<file path="src/rtl/tick_gen_pkg.sv">
// Shared types and helpers for the multi-channel tick generator.
package tick_gen_pkg;

    typedef enum logic {
        TICK_MODE_PERIODIC = 1'b0,
        TICK_MODE_ONESHOT  = 1'b1
    } tick_mode_e;

    // Channel-select width; a single channel still gets a 1-bit select.
    function automatic int ch_idx_w(input int channels);
        return (channels > 1) ? $clog2(channels) : 1;
    endfunction

endpackage

</file>
<file path="src/rtl/tick_gen_chan.sv">
// One tick channel: divisor, down-counter, mode and run flag with
// per-channel priority stop > config write > start > sync > count.
module tick_gen_chan
    import tick_gen_pkg::*;
#(
    parameter int               WIDTH     = 16,
    parameter logic [WIDTH-1:0] DEFAULT_N = '0
) (
    input  logic             clk,
    input  logic             rst,
    input  logic             i_en,
    input  logic             i_we,
    input  logic [WIDTH-1:0] i_cfg_div,
    input  logic             i_cfg_mode,
    input  logic             i_start,
    input  logic             i_stop,
    input  logic             i_sync,
    output logic             o_tick,
    output logic             o_running
);

    logic [WIDTH-1:0] r_div;
    logic [WIDTH-1:0] r_count;
    tick_mode_e       r_mode;
    logic             r_run;
    logic             r_tick;

    always_ff @(posedge clk or posedge rst) begin
        if (rst) begin
            r_div   <= DEFAULT_N;
            r_count <= DEFAULT_N;
            r_mode  <= TICK_MODE_PERIODIC;
            r_run   <= 1'b0;
            r_tick  <= 1'b0;
        end else begin
            // A write lands even when a stop wins the rest of the cycle.
            if (i_we) begin
                r_div  <= i_cfg_div;
                r_mode <= tick_mode_e'(i_cfg_mode);
            end

            if (i_stop) begin
                r_run  <= 1'b0;
                r_tick <= 1'b0;
                if (i_we) r_count <= i_cfg_div;
            end else if (i_we) begin
                r_count <= i_cfg_div;
                r_tick  <= 1'b0;
                if (i_start) r_run <= 1'b1;
            end else if (i_start) begin
                r_run   <= 1'b1;
                r_count <= r_div;
                r_tick  <= 1'b0;
            end else if (i_sync && r_run) begin
                r_count <= r_div;
                r_tick  <= 1'b0;
            end else if (r_run && i_en) begin
                if (r_count == '0) begin
                    r_tick  <= 1'b1;
                    r_count <= r_div;
                    if (r_mode == TICK_MODE_ONESHOT) r_run <= 1'b0;
                end else begin
                    r_tick  <= 1'b0;
                    r_count <= r_count - 1'b1;
                end
            end else begin
                r_tick <= 1'b0;
            end
        end
    end

    assign o_tick    = r_tick;
    assign o_running = r_run;

endmodule

</file>
<file path="src/rtl/tick_gen_multi.sv">
// Multi-channel programmable tick generator (CHANNELS x tick_gen_chan).
// Define TICK_GEN_SYNC_EN to add the sync port that realigns running channels.
module tick_gen_multi
    import tick_gen_pkg::*;
#(
    parameter int               CHANNELS  = 4,
    parameter int               WIDTH     = 16,
    parameter logic [WIDTH-1:0] DEFAULT_N = '0,
    localparam int              CW        = ch_idx_w(CHANNELS)
) (
    input  logic                clk,
    input  logic                rst,
    input  logic                en,
    input  logic                cfg_we,
    input  logic [CW-1:0]       cfg_ch,
    input  logic [WIDTH-1:0]    cfg_div,
    input  logic                cfg_mode,
    input  logic [CHANNELS-1:0] start,
    input  logic [CHANNELS-1:0] stop,
`ifdef TICK_GEN_SYNC_EN
    input  logic                sync,
`endif
    output logic [CHANNELS-1:0] tick,
    output logic [CHANNELS-1:0] running
);

    logic                w_sync;
    logic [CHANNELS-1:0] w_we;

`ifdef TICK_GEN_SYNC_EN
    assign w_sync = sync;
`else
    assign w_sync = 1'b0;
`endif

    // Out-of-range selects match no channel, so such writes are dropped.
    for (genvar g = 0; g < CHANNELS; g++) begin : g_chan
        assign w_we[g] = cfg_we && (cfg_ch == CW'(g));

        tick_gen_chan #(
            .WIDTH     (WIDTH),
            .DEFAULT_N (DEFAULT_N)
        ) u_chan (
            .clk        (clk),
            .rst        (rst),
            .i_en       (en),
            .i_we       (w_we[g]),
            .i_cfg_div  (cfg_div),
            .i_cfg_mode (cfg_mode),
            .i_start    (start[g]),
            .i_stop     (stop[g]),
            .i_sync     (w_sync),
            .o_tick     (tick[g]),
            .o_running  (running[g])
        );
    end

endmodule

</file>
<file path="config.mk">
export PLATFORM = sky130hd
export DESIGN_NAME = tick_gen_multi
export DESIGN_NICKNAME = d
export VERILOG_FILES = /design/src/rtl/tick_gen_pkg.sv /design/src/rtl/tick_gen_chan.sv /design/src/rtl/tick_gen_multi.sv
export SDC_FILE = /design/constraint.sdc
export NUM_CORES = 1
export LEC_CHECK = 0
export ABC_AREA = 1
export BUFFER_PORTS_ARGS = -buffer_cell sky130_fd_sc_hd__buf_2
export CAP_MARGIN = 10
export CORE_ASPECT_RATIO = 1.5
export CORE_MARGIN = 5
export CORE_UTILIZATION = 28
export CTS_CLUSTER_DIAMETER = 200
export DETAILED_ROUTE_END_ITERATION = 10
export GPL_ROUTABILITY_DRIVEN = 0
export PLACE_DENSITY = 0.45
export SYNTH_ARGS = -nofsm -noshare
export SYNTH_HDL_FRONTEND = slang
export SYNTH_SLANG_ARGS = --single-unit
</file>
<file path="constraint.sdc">
create_clock -name clk -period 5.2 [get_ports clk]
set_input_delay 1.04 -clock clk [delete_from_list [all_inputs] [get_ports clk]]
set_output_delay 1.04 -clock clk [all_outputs]
set_load 0.01 [all_outputs]
</file>
# ---- Word level (Yosys, flattened, before mapping)
# Index checks and enable logic that the tools add are counted.
dict set report word_totals {
  register_bits 140
  latchBits 0
  ram_bits 0
  rom_bits 0
  in_bits 31
  out_inout_bits 8
  word_cells 144
  mem_count 0
}
dict set report op_classes {
  n_addsub 4
  multipliers 0
  n_div 0
  order_cmp 0
  eq_ne 11
  shift 0
  mux 72
  bitwise 0
  n_reduce_logical 37
}
# op n
set ops {}
lappend ops {{$mux W16} 24}
lappend ops {{$logic_not A16 Y1} 4}
lappend ops {{$sub A16 B1 Y16 const B} 4}
lappend ops {{$mux W1} 48}
lappend ops {{$reduce_bool A3 Y1} 16}
lappend ops {{$reduce_and A4 Y1} 4}
lappend ops {{$ne A3 B3 Y1 const B} 4}
lappend ops {{$logic_and A1 B1 Y1} 8}
lappend ops {{$ne A2 B1 Y1 const B} 4}
lappend ops {{$reduce_and A2 Y1} 4}
lappend ops {{$eq A2 B2 Y1 const B} 2}
lappend ops {{$eq A2 B1 Y1 const B} 1}
lappend ops {{$logic_not A2 Y1} 1}

# ---- Logic depth before layout (Yosys ltp)
# Gate-level depths: netlist (run 1).
dict set report logic_depth {
  depth_word 6
  ltp_mapped 12
  depth_no_buf 12
}

# ---- Cells and area by module
# Synthesis (run 1) repeated with hierarchy kept, for this count alone.
dict set report unflattened {
  hier_cells 1153
  area_unflattened_um2 8489.4
}
# mod instances cells_per_inst area_per_inst_um2 seq_area_each_um2
set modules_own_cells {}
lappend modules_own_cells {{tick_gen_chan (g_chan[2].u_chan ...)} 2 286 2138.3 875.8}
lappend modules_own_cells {{tick_gen_chan (g_chan[0].u_chan ...)} 2 286 2089.5 875.8}
lappend modules_own_cells {tick_gen_multi 1 9 33.8 0.0}

# ---- Worst setup path before layout (run 1)
# OpenSTA, ideal clock, no wires.
dict set report synth_path {
  kind {input-to-reg}
  startpoint {input port cfg_ch[0]}
  endpoint {register g_chan[0].u_chan.r_count[6]}
  setup_ps 116
  arrival_time_ps 1862
  required_ps 5084
  slack_ps 3221
  path_stages 7
  n_path_buf 1
  path_cell_list {nor3_4 > inv_2 > buf_2 > o21ai_1 > inv_1 > nand2_1 > nand2_1}
}
dict set report synth_via {
  elab_chain_cells 4
  word_cells_on_any_way 7
  classes_between {eq/ne (1); mux (2); reduce/logical (4)}
}
# item line
set synth_lines {}
lappend synth_lines {{start: declaration} tick_gen_multi.sv:15} ;# input logic [CW-1:0] cfg_ch,
lappend synth_lines {{$logic_not A2 Y1 *} tick_gen_multi.sv:38} ;# assign w_we[g] = cfg_we && (cfg_ch == CW'(g));
lappend synth_lines {{$logic_and A1 B1 Y1 *} tick_gen_multi.sv:38}
lappend synth_lines {{$ne A2 B1 Y1 (no line), or another cell as far along} -}
lappend synth_lines {{$reduce_and A2 Y1 (no line) or $mux W16 (tied branches)} -}
lappend synth_lines {{end signal: assignment} tick_gen_chan.sv:55} ;# r_count <= r_div;
lappend synth_lines {{end signal: assignment} tick_gen_chan.sv:60} ;# r_count <= r_div;
lappend synth_lines {{end signal: assignment} tick_gen_chan.sv:64} ;# r_count <= r_count - 1'b1;
lappend synth_lines {{end: declaration} tick_gen_chan.sv:23} ;# logic [WIDTH-1:0] r_count;
# Every way passes the cells marked *; elsewhere a longest branch is shown, timed or not.
# A chain may end at the register's enable or synchronous reset.

# ---- Worst setup path after layout (run 1)
dict set report layout_path {
  startpoint {input port cfg_ch[1]}
  endpoint {register g_chan[3].u_chan.r_count[0]}
}
dict set report layout_via {
  elab_chain_cells 4
  word_cells_on_any_way 7
  classes_between {eq/ne (2); mux (2); reduce/logical (3)}
}
# item line
set layout_lines {}
lappend layout_lines {{$eq A2 B2 Y1 *} tick_gen_multi.sv:38}
lappend layout_lines {{$logic_and A1 B1 Y1 *} tick_gen_multi.sv:38}
lappend layout_lines {{$ne A2 B1 Y1 (no line), or another cell as far along} -}
lappend layout_lines {{$reduce_and A2 Y1 (no line) or $mux W16 (tied branches)} -}
lappend layout_lines {{end signal: assignment} tick_gen_chan.sv:55}
lappend layout_lines {{end signal: assignment} tick_gen_chan.sv:60}
lappend layout_lines {{end signal: assignment} tick_gen_chan.sv:64}
lappend layout_lines {{end: declaration} tick_gen_chan.sv:23}
# Marks and branches as above.

==> summary.md, run 1 <==
| Metric | Value |
|---|---|
| Cell area after synthesis | 0.008097 mm2 |
| Final Hold Violating Endpoints | 0 |
| Final design instance area without fill | roughly 0.0092 mm2 |
| Power density relative to cell area | 371.0 mW/mm2 |
| CTS sink count | 140 |
| Met2 GRT Util | 27.49% |
| Met1 usage in global routing | roughly 20% |
| FP Rows | 76 |
| Proportion of synthesized chip area in sequential cells | 43.27% |
| Number of design-rule violations left by the first detailed-router iteration | 475 |
| Std-Cell Core Area | 0.02862 mm2 |
| GRT Resource Usage Total | roughly 16% |
| Max Clock Freq | 410.8 MHz |
| Setup repair after global routing missed its margin | false |
| Leading cell types in the layout, fill and taps excluded | sky130_fd_sc_hd__nand2_1 (313), sky130_fd_sc_hd__dfrtp_1 (140), sky130_fd_sc_hd__nor2_1 (132) |
| Kind of critical path | in -> reg |
| Count of pins over their slew limit | 0 |
| ANT nets after route | 0 |
| Wire length of the first global-routing pass | approximately 40000 um |
| CTS H-tree lvls | 4 |
| Worst Path Required | 5520 ps |
| Peak supply drop | 0.0002106 V |
| Max clock buf depth | 2 |
| Average via count per standard cell | about 4.6 |
| Placed wire-length estimate after detailed placement | 17570 um |
| Number of buffers added to fix hold violations after cts | 0 |
| Startpoint type of the worst setup path | input port |
| Clock skew after layout | 6.934 ps |
| Clock-pin slew of the registers on the worst-case setup and hold paths | 70 ps |
| Worst hold path type | reg -> reg |
| Global-route track usage on met3 | 2.489% |
| Number of instances in the synthesized netlist | about 1.1k |
| Fraction of layout cells with a size suffix above 1 | under 10% |
| Later-pin clock latency in the skew report | 440 ps |
| Number of instances in the placed design | 1522 |
| CTS-repair resized insts | 0 |
| Post-CTS repair timing setup buffer count | 0 |
| Via count of the first global-routing pass | 7116 |
| Horiz. Die Dim | 148.8 um |
| Most common cell after layout, fill and taps aside | sky130_fd_sc_hd__nand2_1 |
| Synth unique cells | 35 |
| Clock period minus worst slack | 2435 ps |
| Port bufs | 38 |
| Boundary Pins | 39 |
| Data arrival time of the critical path | 2750 ps |
| Post-route worst hold slack | 472.3 ps |
| Design Power | approximately 0.0034 W |
| Global route total overflow | 0 |
| Detailed Routing Iterations Pass 1 | 5 |
| Leak | roughly 4.4 nW |
| Routed via count | 7168 |
| DRC | 0 |
| Total detailed-routing wirelength | 24680 um |
| Layout overhead on the synthesized area | 13.82% |
| Post-route fraction of the period consumed by the critical path | 46.82% |
| Effective utilization at floorplan | 28.29% |
| Clock tree from TritonCTS | done |
| Critical Path Sink Type | flop |
| CP Max Fanout | 15 |
| Reported max-cap violation count | 0 |
| DIE AREA | 0.03249 mm2 |
| Net total in the final layout | between 1k and 1.5k |
| Post-layout instance count excluding filler cells | roughly 1.6k |
| Number of clock buffers inserted by TritonCTS | 17 |
| Worst-case headroom to the max-slew limit | between 40 and 50% |
| Cell at the root of the clock tree | sky130_fd_sc_hd__clkbuf_16 |
| Largest net degree at the start of global routing | 87 |
| Status | finished, final reports clean |
| Post-synth net total | 1167 |
| Area after DPL | 0.008583 mm2 |
| Number of antenna violations at the first check in global routing | 0 |
| Synthesis Warnings | 0 |
| Routed len/inst | 15.88 um |
| Chip height | 218.3 um |
| GR peak layer | met2 |
| Ant. Diodes | 0 |
| Number of synthesized register bits | 140 |
| Least-Margin Pin Slew | 832.0 ps |
| Average cell area after synthesis | roughly 7.2 um2 |
| Number of setup violations in the final report | 0 |
| Accumulated negative setup slack | 0 ps |
==> logic make-up (layout without fill, tap and decap cells) <==
kind of cell / Yosys count / count (layout) / share of synthesized area (%)
simple gates: 561 / 561 / 29.21
compound gates: 214 / 214 / 13.86
buf+inv: 176 / 212 / 9.288
flops: 140 / 140 / 43.27
xor+xnor: 29 / 29 / 3.137
fa+ha+maj: 8 / 8 / 1.236
==> cells in the mapped netlist, drive strengths merged <==
library cell / number / share of area, %
buf: 30 / 2.5
nand4: 6 / 0.46
dfrtp: 140 / 43
nand3: 80 / 5.2
nor3: 6 / 0.65
nor4: 5 / 0.39
inv: 136 / 6.3
o22ai: 8 / 0.62
nand3b: 1 / 0.093
o21a: 1 / 0.093
xor2: 16 / 1.7
clkbuf: 10 / 0.46
a21oi: 94 / 5.9
o21ai: 97 / 6.0
or2: 3 / 0.23
xnor2: 13 / 1.4
o31ai: 4 / 0.37
o211ai: 3 / 0.28
a22oi: 6 / 0.56
nand2: 324 / 16
ha: 8 / 1.2
a21o: 1 / 0.093
nor2: 136 / 6.5
==> per-layer routing <==
layer,wire length (um),share of wire (%),vias to the layer above
li1,-,-,3644
met1,11040,45,3374
met2,12320,50,116
met3,643,2.6,34
met4,683,2.8,0
met5,0,0,-
==> flip-flops by register name, indices dropped and copies added (netlist names) <==
signal / count
g_chan.u_chan.o_tick: 4
g_chan.u_chan.r_count: 64
g_chan.u_chan.r_mode: 4
g_chan.u_chan.r_div: 64
g_chan.u_chan.o_running: 4
==> power by group <==
part | switching (W) | total [W] | internal [W] | leakage (nW)
sequential | 0.000143 | 0.00141 | 0.00127 | 1.67
clock | 0.000516 | 0.00133 | 0.000816 | 0.303
combinational | 0.000437 | 0.000671 | 0.000234 | 2.42
total | 0.00110 | 0.00342 | 0.00232 | 4.39
==> worst max-delay path, cell delays in order <==
cell and delay [ps]:
sky130_fd_sc_hd__buf_2 180, sky130_fd_sc_hd__nand3_2 280, sky130_fd_sc_hd__buf_4 290, sky130_fd_sc_hd__nand2_1 370, sky130_fd_sc_hd__inv_1 200, sky130_fd_sc_hd__nand2_4 160, sky130_fd_sc_hd__a21oi_1 50, sky130_fd_sc_hd__o21ai_0 90
sky130_fd_sc_hd__nand3_1 90
==> stage by stage <==
stage               setup WS, ps  utilization (%)
finish                      2765            32.20
detailed placement          2253            29.99
CTS                         2740            32.20
global placement            2281            29.99
global route                2508            32.20
floorplan                  407.1                -
==> area by class of cell <==
cell class                      instances  area [um2]
Timing Repair Buffer                   44       235.2
Tap cell                              390       488.0
Sequential cell                       140        3503
Inverter                              136       515.5
Clock inverter                         14       192.7
Fill cell                            3107       19410
Clock buffer                           18       439.2
Multi-Input combinational cell        812        3841
==> path summary, 6_finish.rpt <==
check / slack (ps) / endpoint / cells after the start / startpoint
worst min register to register: 470 / g_chan[0].u_chan.r_div[6] / 2 / g_chan[0].u_chan.r_div[6]
min in group asynchronous: 730 / g_chan[0].u_chan.o_running / 2 / rst
worst max-delay path: 2770 / g_chan[3].u_chan.r_count[0] / 9 / cfg_ch[1]
max in group asynchronous: 3500 / g_chan[2].u_chan.r_div[13] / 3 / rst
worst min-delay path: 470 / g_chan[0].u_chan.r_div[6] / 2 / g_chan[0].u_chan.r_div[6]
worst max register to register: 2910 / g_chan[2].u_chan.r_count[5] / 10 / g_chan[2].u_chan.r_count[10]
Note: power is estimated with default switching activity, not from simulation.
==> run 2: changes to the inputs <==
--- a/config.mk
+++ b/config.mk
@@ -5,7 +5,7 @@
 export SDC_FILE = /design/constraint.sdc
 export NUM_CORES = 1
 export LEC_CHECK = 0
-export ABC_AREA = 1
+export ABC_AREA = 0
 export BUFFER_PORTS_ARGS = -buffer_cell sky130_fd_sc_hd__buf_2
 export CAP_MARGIN = 10
 export CORE_ASPECT_RATIO = 1.5
==> constraint.sdc (replaced) <==
create_clock -name clk -period 2.5 [get_ports clk]
set_input_delay 0.5 -clock clk [delete_from_list [all_inputs] [get_ports clk]]
set_output_delay 0.5 -clock clk [all_outputs]
set_load 0.01 [all_outputs]
==> summary.md, run 2 <==
| Metric | Value |
|---|---|
| Status | finished, final reports clean |
| Fill cell instance count of the final layout | 2885 (-7.1%) |
| Setup repair after global routing missed its margin | false |
| Cell area after synthesis | 0.007681 mm2 (-5.1%) |
| Fraction of layout cells with a size suffix above 1 | 14.51% (+4.7 points) |
| Total detailed-routing wirelength | 24370 um (-1.3%) |
| CTS-repair resized insts | 0 (unchanged) |
| Largest registers in the final layout | g_chan.u_chan.r_count (64), g_chan.u_chan.r_div (64) |
| Max Clock Freq | 436.2 MHz |
| Horiz. Die Dim | 145.2 um (-2.4%) |
| Std-Cell Core Area | 0.02713 mm2 (-5.2%) |
| FP Rows | 74 (-2.6%) |
| Kind of critical path | reg -> reg |
| Leak | 4.159 nW (-5.3%) |
| Largest net degree at the start of global routing | 34 (-61%) |
| Chip height | 212.9 um (-2.5%) |
| Detailed Routing Iterations Pass 1 | 5 (unchanged) |
| Post-route fraction of the period consumed by the critical path | 91.70% |
| Final design instance area without fill | 0.009128 mm2 (-0.95%) |
| CTS sink count | 140 (unchanged) |
| Number of design-rule violations left by the first detailed-router iteration | 305 (-36%) |
| Number of instances in the placed design | 1268 (-17%) |
| Logic pwr share | 21.4% (+1.8 points) |
| DIE AREA | 0.03091 mm2 (-4.8%) |
| CP Max Fanout | 5 (-10) |
| Most instantiated library cell after synthesis | sky130_fd_sc_hd__nand2_1 |
| Least-Margin Pin Slew | 965.8 ps (+133.9 ps) |
| Port bufs | 38 (unchanged) |
| Synthesis Warnings | 0 (unchanged) |
| Reported max-cap violation count | 0 (unchanged) |
| Number of setup violations in the final report | 0 (unchanged) |
| Power share of the clock group | 36.4% (-2.6 points) |
| Global route total overflow | 0 (unchanged) |
| Most frequently used flop master after synthesis | sky130_fd_sc_hd__dfrtp_1 |
| Via count of the first global-routing pass | 6897 (-3.1%) |
| Number of clock buffers inserted by TritonCTS | 17 (unchanged) |
| Logic depth of the worst register-to-register path | 5 (-5) |
| Critical Path Sink Type | flop |
| Average via count per standard cell | 5.125 (+11%) |
| Post-CTS repair timing setup buffer count | 0 (unchanged) |
| Number of synthesized register bits | 140 (unchanged) |
| Final Hold Violating Endpoints | 0 (unchanged) |
| Area share of the largest cell type after synthesis | 45.61% (+2.3 points) |
| Accumulated negative setup slack | 0 ps (unchanged) |
| Average cell area after synthesis | 8.669 um2 (+21%) |
| Net total in the final layout | 984 (-17%) |
| Effective utilization at floorplan | 28.31% (about the same) |
| Share of total power consumed by net switching | 31.81% (-0.27 points) |
| Number of buffers added to fix hold violations after cts | 0 (unchanged) |
| Clock tree from TritonCTS | done |
| Synth unique cells | 62 (+77%) |
| Layout overhead on the synthesized area | 18.83% |
| Ant. Diodes | 0 (unchanged) |
| Most common cell after layout, fill and taps aside | sky130_fd_sc_hd__nand2_1 |
| Internal Dissipation | 0.005006 W (+120%) |
| Worst-case headroom to the max-slew limit | 35.61% (-8.9 points) |
| Startpoint type of the worst setup path | flop |
| Post-synthesis cell type with the largest combined area | sky130_fd_sc_hd__dfrtp_1 |
| Worst hold path type | in -> async |
| Cell types with the highest counts after synthesis | sky130_fd_sc_hd__nand2_1 (251), sky130_fd_sc_hd__dfrtp_1 (140), sky130_fd_sc_hd__o21ai_0 (59), sky130_fd_sc_hd__nor2_1 (47), sky130_fd_sc_hd__nand3_1 (39) |
| Data arrival time of the critical path | 2600 ps (-150 ps) |
| GRT Resource Usage Total | 16.12% (+0.28 points) |
| Final setup margin | 207.5 ps (-2558 ps) |
| Number of antenna violations at the first check in global routing | 0 (unchanged) |
| Peak supply drop | 0.0005068 V (+140%) |
| Clock period minus worst slack | approximately 2300 ps |
| Net switching power | 0.002336 W (+110%) |
| Worst slack at placement | 223.6 ps (-2029 ps) |
| Area after DPL | 0.008523 mm2 (-0.70%) |
| Clock-pin slew of the registers on the worst-case setup and hold paths | 60 ps (about the same) |
| Share of total power in sequential cells | 42.3% (+0.9 points) |
| Later-pin clock latency in the skew report | 430 ps (about the same) |
| Routed len/inst | 18.74 um (+18%) |
| Leading cell types in the layout, fill and taps excluded | sky130_fd_sc_hd__nand2_1 (251), sky130_fd_sc_hd__dfrtp_1 (140), sky130_fd_sc_hd__o21ai_0 (59) |
| Area contributors post-synth | sky130_fd_sc_hd__dfrtp_1 (46%), sky130_fd_sc_hd__nand2_1 (12%), sky130_fd_sc_hd__o21ai_0 (3.8%) |
| Proportion of synthesized chip area in sequential cells | 45.61% (+2.3 points) |
| Boundary Pins | 39 (unchanged) |
| Placed wire-length estimate after detailed placement | 17270 um (-1.7%) |
| Worst Path Required | 2810 ps (-2710 ps) |
| DRC | 0 (unchanged) |
| Clock skew after layout | 7.399 ps (+0.4645 ps) |
| Post-synth net total | 925 (-21%) |
| Number of instances in the synthesized netlist | 886 (-21%) |
| Routed via count | 6663 (-7.0%) |
| Max clock buf depth | 2 (unchanged) |
| Post-layout instance count excluding filler cells | 1300 (-16%) |
| Async set or reset register ratio after synthesis | 100.0% (unchanged) |
| CTS H-tree lvls | 4 (unchanged) |
| Cell at the root of the clock tree | sky130_fd_sc_hd__clkbuf_16 |
| Count of pins over their slew limit | 0 (unchanged) |
| ANT nets after route | 0 (unchanged) |
| Number of enable flip-flop cells after synthesis | 0 (unchanged) |
| Power density relative to cell area | 804.3 mW/mm2 (+120%) |
| Wire length of the first global-routing pass | 39450 um (-1.6%) |
run 2: cells by family after synthesis:
kind of cell | count (synthesis) | synth area share (%)
muxes | 26 | 3.404
adders and majority gates | 8 | 1.303
xor gates and xnor gates | 47 | 5.359
and+or+nand+nor | 433 | 26.18
DFF | 140 | 45.61
buffers and inverters | 67 | 4.023
AOI/OAI and AO/OA | 165 | 14.12
run 2: metal layers:
metal  GRT usage, %  routed length [um]
met5              0                   0
met2          27.93               12130
met3          3.376                 798
met1          19.79               10790
met4          6.083                 642
run 2: power by group through the flow:
stage / clock (W) / combinational, W / sequential [W]
2_1_floorplan: 0 / 0.00114 / 0.00301
3_3_place_gp: 0 / 0.00157 / 0.00314
3_5_place_dp: 0 / 0.00158 / 0.00314
4_1_cts: 0.00272 / 0.00159 / 0.00310
5_1_grt: 0.00281 / 0.00178 / 0.00317
6_report: 0.00267 / 0.00157 / 0.00310
run 2: final timing paths:
kind                                                  start  slack, ps                           end
max in group asynchronous                               rst       1690  g_chan[2].u_chan.r_count[13]
worst max register to register  g_chan[2].u_chan.r_count[6]        210  g_chan[2].u_chan.r_count[13]
min in group clk                                    stop[3]        270    g_chan[3].u_chan.o_running
worst max-delay path            g_chan[2].u_chan.r_count[6]        210  g_chan[2].u_chan.r_count[13]
worst min register to register      g_chan[3].u_chan.r_mode        460       g_chan[3].u_chan.r_mode
worst min-delay path                                    rst        180       g_chan[0].u_chan.o_tick
run 2: per-stage QoR:
stage	total power (W)	utilization [%]	hold WS (ps)
5_1_grt	0.007759	33.65	205.7
4_1_cts	0.007419	33.65	180.3
3_5_place_dp	0.004720	31.42	452.8
3_3_place_gp	0.004713	31.42	448.9
6_report	0.007342	33.65	177.5
2_1_floorplan	0.004146	-	427.3
run 2: final cells by class:
type | instances | area, um2 | area share [%]
clock buffer | 22 | 464.2 | 5.086
tap | 342 | 427.9 | 4.688
timing repair buffer | 92 | 658.1 | 7.210
multi-input combinational | 679 | 3874 | 42.44
clock inverter | 10 | 140.1 | 1.535
inverter | 15 | 60.06 | 0.6580
sequential | 140 | 3503 | 38.38
run 2: critical path, stage by stage, from the launching register on:
cell and delay [ps]:
sky130_fd_sc_hd__dfrtp_1 430, sky130_fd_sc_hd__or4_4 510, sky130_fd_sc_hd__or4_4 530, sky130_fd_sc_hd__nor4_4 150
sky130_fd_sc_hd__mux2_1 340, sky130_fd_sc_hd__a31o_1 220
